===== src/rtl/pipe_stage_skid.sv =====
// Handshaked pipeline stage register with a two-entry skid buffer, synchronous
// flush and a saturating back-pressure counter; in_ready never sees out_ready combinationally.
module pipe_stage_skid #(
    parameter int unsigned       WIDTH     = 32,
    parameter logic [WIDTH-1:0]  RESET_VAL = {WIDTH{1'b0}},
    parameter int unsigned       CNT_W     = 16
) (
    input  logic             clk,
    input  logic             reset,
    input  logic             in_valid,
    output logic             in_ready,
    input  logic [WIDTH-1:0] in_data,
    output logic             out_valid,
    input  logic             out_ready,
    output logic [WIDTH-1:0] out_data,
    input  logic             flush,
    output logic [CNT_W-1:0] stall_cnt
);

    typedef enum logic [1:0] {
        ST_EMPTY = 2'd0,
        ST_BUSY  = 2'd1,
        ST_FULL  = 2'd2
    } state_e;

    localparam logic [CNT_W-1:0] CNT_MAX = {CNT_W{1'b1}};

    state_e           state_q, state_d;
    logic [WIDTH-1:0] main_q, main_d;
    logic [WIDTH-1:0] skid_q, skid_d;
    logic [CNT_W-1:0] cnt_q, cnt_d;
    logic             out_valid_q, out_valid_d;
    logic             in_ready_q, in_ready_d;
    logic             accept_s;
    logic             take_s;

    assign accept_s = in_valid & in_ready_q;
    assign take_s   = out_valid_q & out_ready;

    // Next-state and payload steering; flush overrides every transfer but leaves payloads untouched.
    always_comb begin
        state_d = state_q;
        main_d  = main_q;
        skid_d  = skid_q;
        if (flush) begin
            state_d = ST_EMPTY;
        end else begin
            case (state_q)
                ST_EMPTY: begin
                    if (accept_s) begin
                        main_d  = in_data;
                        state_d = ST_BUSY;
                    end else begin
                        state_d = ST_EMPTY;
                    end
                end
                ST_BUSY: begin
                    if (accept_s && take_s) begin
                        main_d  = in_data;
                        state_d = ST_BUSY;
                    end else if (accept_s) begin
                        skid_d  = in_data;
                        state_d = ST_FULL;
                    end else if (take_s) begin
                        state_d = ST_EMPTY;
                    end else begin
                        state_d = ST_BUSY;
                    end
                end
                ST_FULL: begin
                    if (take_s) begin
                        main_d  = skid_q;
                        state_d = ST_BUSY;
                    end else begin
                        state_d = ST_FULL;
                    end
                end
                default: begin
                    state_d = ST_EMPTY;
                end
            endcase
        end
    end

    // Handshake outputs are registered copies of the next-state decode.
    always_comb begin
        out_valid_d = (state_d != ST_EMPTY);
        in_ready_d  = (state_d != ST_FULL);
    end

    // Stall counter saturates instead of wrapping; flush does not affect it.
    always_comb begin
        if (out_valid_q && !out_ready && (cnt_q != CNT_MAX)) begin
            cnt_d = cnt_q + CNT_W'(1);
        end else begin
            cnt_d = cnt_q;
        end
    end

    // State, payload and counter registers.
    always_ff @(posedge clk or negedge reset) begin
        if (!reset) begin
            state_q     <= ST_EMPTY;
            main_q      <= RESET_VAL;
            skid_q      <= RESET_VAL;
            cnt_q       <= {CNT_W{1'b0}};
            out_valid_q <= 1'b0;
            in_ready_q  <= 1'b1;
        end else begin
            state_q     <= state_d;
            main_q      <= main_d;
            skid_q      <= skid_d;
            cnt_q       <= cnt_d;
            out_valid_q <= out_valid_d;
            in_ready_q  <= in_ready_d;
        end
    end

    assign in_ready  = in_ready_q;
    assign out_valid = out_valid_q;
    assign out_data  = main_q;
    assign stall_cnt = cnt_q;

endmodule


===== config.mk =====
export PLATFORM = sky130hd
export DESIGN_NAME = pipe_stage_skid
export DESIGN_NICKNAME = d
export VERILOG_FILES = /design/src/rtl/pipe_stage_skid.sv
export SDC_FILE = /design/constraint.sdc
export NUM_CORES = 1
export LEC_CHECK = 0
export ABC_AREA = 1
export CAP_MARGIN = 15
export CORE_ASPECT_RATIO = 0.9
export CORE_MARGIN = 2
export CORE_UTILIZATION = 50
export CTS_CLUSTER_DIAMETER = 60
export DETAILED_ROUTE_END_ITERATION = 7
export PLACE_DENSITY = 0.91
export SLEW_MARGIN = 20
export SYNTH_ARGS = -nofsm -noshare
export SYNTH_HDL_FRONTEND = slang
export SYNTH_SLANG_ARGS = --single-unit

===== constraint.sdc =====
create_clock -name clk -period 4.4 [get_ports clk]
set_input_delay 0.88 -clock clk [delete_from_list [all_inputs] [get_ports clk]]
set_output_delay 0.88 -clock clk [all_outputs]
set_load 0.02 [all_outputs]

[Word-level counts from Yosys, hierarchy flattened]
Cells that the tools add are included.
Storage, ports and cells
  input port bits: 37
  logic and storage cells: 38
  memory bits (read-only): 0
  memories kept: 0
  latch bits: 0
  output and inout port bits: 50
  register bits after elaboration: 84
  memory bits (writable): 0
Cells by class
  equal/unequal tests: 7
  $mul: 0
  reductions and logical operators: 9
  divide/modulo/power cells: 0
  bitwise operators: 4
  multiplexer cells: 11
  add/sub/neg operators: 1
  shift-type cells: 0
  magnitude comparators: 0
Operator list (count)
  2-to-1 mux 32 bit: 3
  one-hot mux 32 bit (3 select lines): 1
  adder 16 x 1 -> 16 bit, second input constant: 1
  != test 16 bit, second input constant: 1
  2-to-1 mux 2 bit: 4
  != test 2 bit, second input constant: 4
  one-hot mux 2 bit (3 select lines): 1
  AND reduction 5 bit: 1
  AND reduction 4 bit: 1
  logical AND 1 bit: 3
  nonzero test 3 bit: 1
  bitwise AND 1 bit: 2
  equality test 2 x 1 -> 1 bit, second input constant: 1
  equality test 2 bit, second input constant: 1
  logical NOT 2 bit: 1
  2-to-1 mux 1 bit: 2
  NOT 1 bit: 2
  nonzero test 2 bit: 1
  logical NOT 1 bit: 1

[Depth between registers and ports, before layout]
  depth after elaboration: 7
  depth in mapped cells: 9
  mapped depth without buffers: 8

[Worst setup path after synthesis]
OpenSTA, ideal clock, no wires.
  path type: input -> register
  start point: input port out_ready
  end point: register main_q[19], in the netlist out_data[19]
  path slack: 2.623 ns
  path buffers: 1
  required time: 4.277 ns
  arrival time: 1.654 ns
  library setup time: 0.123 ns
  cell stages on the path: 7
  path through: nand2_1 -> inv_1 -> a21oi_2 -> nor2_4 -> buf_2 -> nand2_1 -> nand2_1
On the way
  longest elaborated chain between the ends: 4
  elaborated cells between the ends (all ways): 5
  those cells by class: eq/ne (2); bitwise (1); reduce/logical (2)
Ends and longest elaborated chain
  start: declaration: line 14  | input logic out_ready,
  bitwise AND 1 bit (*): line 38  | assign take_s = out_valid_q & out_ready;
  logical AND 1 bit: line 58  | if (accept_s && take_s) begin
  != test 2 bit (no source line)
  AND reduction 5 bit (no source line) (*)
  end signal: assignment: line 111  | main_q <= main_d;
  end: declaration: line 29  | logic [WIDTH-1:0] main_q, main_d;
Mark *: on every way between the ends. The rest lies on a longest branch, timed or not.
A chain may end at the register's enable or synchronous reset.

[Worst setup path in the final report]
  start point: input port out_ready
  end point: register main_q[13], in the netlist out_data[13]
Same word-level chain as after synthesis.

==> flow_metrics.env <==
export IMPL_min_delay_path_depth=2
export IMPL_placed_cell_area_um2=4950
export IMPL_worst_hold_slack_ps=484
export IMPL_worstPathRequired_ps=4700
export IMPL_layout_common_cells="nand2_1 (153), clkdlybuf4s50_1 (85), dfrtp_1 (83)"
export IMPL_antenna_found_initial=0
export IMPL_die_w_um=99.3
export IMPL_fmax_mhz=326
export IMPL_ys_types=26
export IMPL_grt_overflow_total=0
export IMPL_final_common_cell="nand2_1"
export IMPL_dr_pass1_iters=5
export IMPL_diodes=0
export IMPL_num_vias=3620
export IMPL_ir_drop_mv=0.325
export IMPL_synth_area_um2=4080
export IMPL_worstMarginPinSlew_ps=819
export IMPL_yosys_warnings=0
export IMPL_cp_end_kind="flop"
export IMPL_setup_viol=0
export IMPL_ios=87
export IMPL_p_leak_nw=2.49
export IMPL_drv_cap=0
export IMPL_hold_viol=0
export IMPL_fp_row_count=31
export IMPL_grt_pass1_vias=3450
export IMPL_min_delay_path_class="reg2reg"
export IMPL_clk_latency_ps=360
export IMPL_place_congestion=0.862
export IMPL_avgSynthCellArea_um2=7.93
export IMPL_nets=628
export IMPL_final_core_util=0.647
export IMPL_period_needed_ps=3060
export IMPL_grt_pass1_wl_mm=15.8
export IMPL_reg2reg_depth=6
export IMPL_ant_nets=0
export IMPL_first_iter_violations=195
export IMPL_dieArea_um2=8910
export IMPL_startpoint="out_ready"
export IMPL_wirelength_mm=9.62
export IMPL_start_util=0.511
export IMPL_clk_pin_slew_ps=90
export IMPL_clockBufferDepth=2
export IMPL_cts_made_buffers=9
export IMPL_dieHeight_um=89.7
export IMPL_cts_tree="yes"
export IMPL_setup_tns_ps=0
export IMPL_cts_sinks=84
export IMPL_critical_path_max_fanout=33
export IMPL_areaGrowthSynthToFinish_pct=26.6
export IMPL_syn_inst=515
export IMPL_hp_start="out_data[28]$_DFFE_PN0P_"
export IMPL_coreArea_um2=7990
export IMPL_drc=0
export IMPL_h_tree_depth=3
export IMPL_root_buffer="clkbuf_8"
export IMPL_worstSetupStartpointType="input pin"
export IMPL_finalInstanceArea_um2=5170
export IMPL_post_cts_resized=0
export IMPL_post_drt_wl_per_cell_um=13.9
export IMPL_grt_start_max_net_pins=85
export IMPL_rsz0062_at_grt="no"
export IMPL_hold_buffers=0
export IMPL_ys_seq_elements=84
export IMPL_slew_headroom=0.452
export IMPL_track_usage=0.224
export IMPL_cp_data_arrival_time_ps=3360
export IMPL_drive_gt1_frac=0.0773
export IMPL_dp_hpwl_mm=6.50
export IMPL_fin_crit_sh=0.696
export IMPL_drv_slew=0
export IMPL_skew_ps=12.1
export IMPL_r2r_start="in_ready$_DFF_PN1_"
export IMPL_portBuffers=86
export IMPL_postCtsSetupBuffers=0
export IMPL_pwr_density_cell_nw_per_um2=534
export IMPL_outcome="completed"
export IMPL_crit_type="in2reg"
export IMPL_ys_seq_area_frac=0.515
export IMPL_via_per_inst=5.22
export IMPL_syn_nets=553
-- synthesized netlist by cell type (all sizes together) --
cell / instances / area share
inv: 53 / 0.049
o211ai: 1 / 0.0018
nand4: 6 / 0.011
dfrtp: 83 / 0.51
nand2: 162 / 0.16
ha: 1 / 0.0031
clkbuf: 9 / 0.0092
buf: 14 / 0.020
nor2: 50 / 0.051
xor2: 8 / 0.017
o21ai: 81 / 0.11
dfstp: 1 / 0.0064
nand3: 18 / 0.025
a21oi: 28 / 0.035
-- registers in the layout (all words and copies together), names as in the netlist --
register   flops
out_data      32
out_valid      1
skid_q        32
state_q        2
stall_cnt     16
in_ready       1
-- worst max-delay path, cell delays in order --
cell             delay, ps
clkdlybuf4s50_1        480
nand2_1                130
nand2_1                120
nand4_2                620
nor2_4                 860
nand2_1                140
nand2_1                110
-- path summary, 6_finish.rpt --
path / to / slack (ps)
hold reg to reg: out_data[28]$_DFFE_PN0P_ / 480
setup / recovery: out_data[13]$_DFFE_PN0P_ / 1340
min in group asynchronous: stall_cnt[4]$_DFFE_PN0P_ / 540
setup reg to reg: out_data[13]$_DFFE_PN0P_ / 1790
hold / removal: out_data[28]$_DFFE_PN0P_ / 480
max in group asynchronous: skid_q[27]$_DFFE_PN0P_ / 3330
-- power breakdown --
| part | internal [mW] | switching, mW | leakage (nW) | total, mW |
|---|---|---|---|---|
| Sequential | 1.03 | 0.158 | 1.01 | 1.19 |
| Combinational | 0.424 | 0.565 | 1.37 | 0.989 |
| Clock | 0.272 | 0.306 | 0.107 | 0.579 |
| Total | 1.73 | 1.03 | 2.49 | 2.76 |
-- through the flow --
step | worst slack, ps | instances | total power, mW
2_1_floorplan | 2620 | 515 | 1.74
3_3_place_gp | 1120 | 678 | 2.14
3_5_place_dp | 1010 | 678 | 2.19
4_1_cts | 1370 | 694 | 2.78
5_1_grt | 1070 | 694 | 2.93
6_report | 1340 | 694 | 2.76
-- routing by layer --
layer,global-route usage,vias up,part of all wire,wire (um)
li1,-,1780,-,-
met2,0.361,131,0.50,4820
met5,0,-,0,0
met4,0.0537,0,0.012,117
met3,0.0622,12,0.066,633
met1,0.301,1697,0.42,4050
-- logic make-up after synthesis --
kind of cell,count (synthesis),synth area share
AND/OR/NAND/NOR,236,0.243
AO/OA/AOI/OAI,110,0.144
flip-flops,84,0.515
buffers and inverters,76,0.0781
XOR/XNOR,8,0.0172
adder cells (fa/ha/maj),1,0.00306
-- final cells by class --
type                    instances  area [um2]
clock inverters                 7        81.3
multi-input cells             355        1670
well taps                      99         124
repair buffers                 87         870
clock buffers                   9         124
flip-flops and latches         84        2100
inverters                      53         199
fillers                       648        2820
Power figures use the tool's default switching activity.
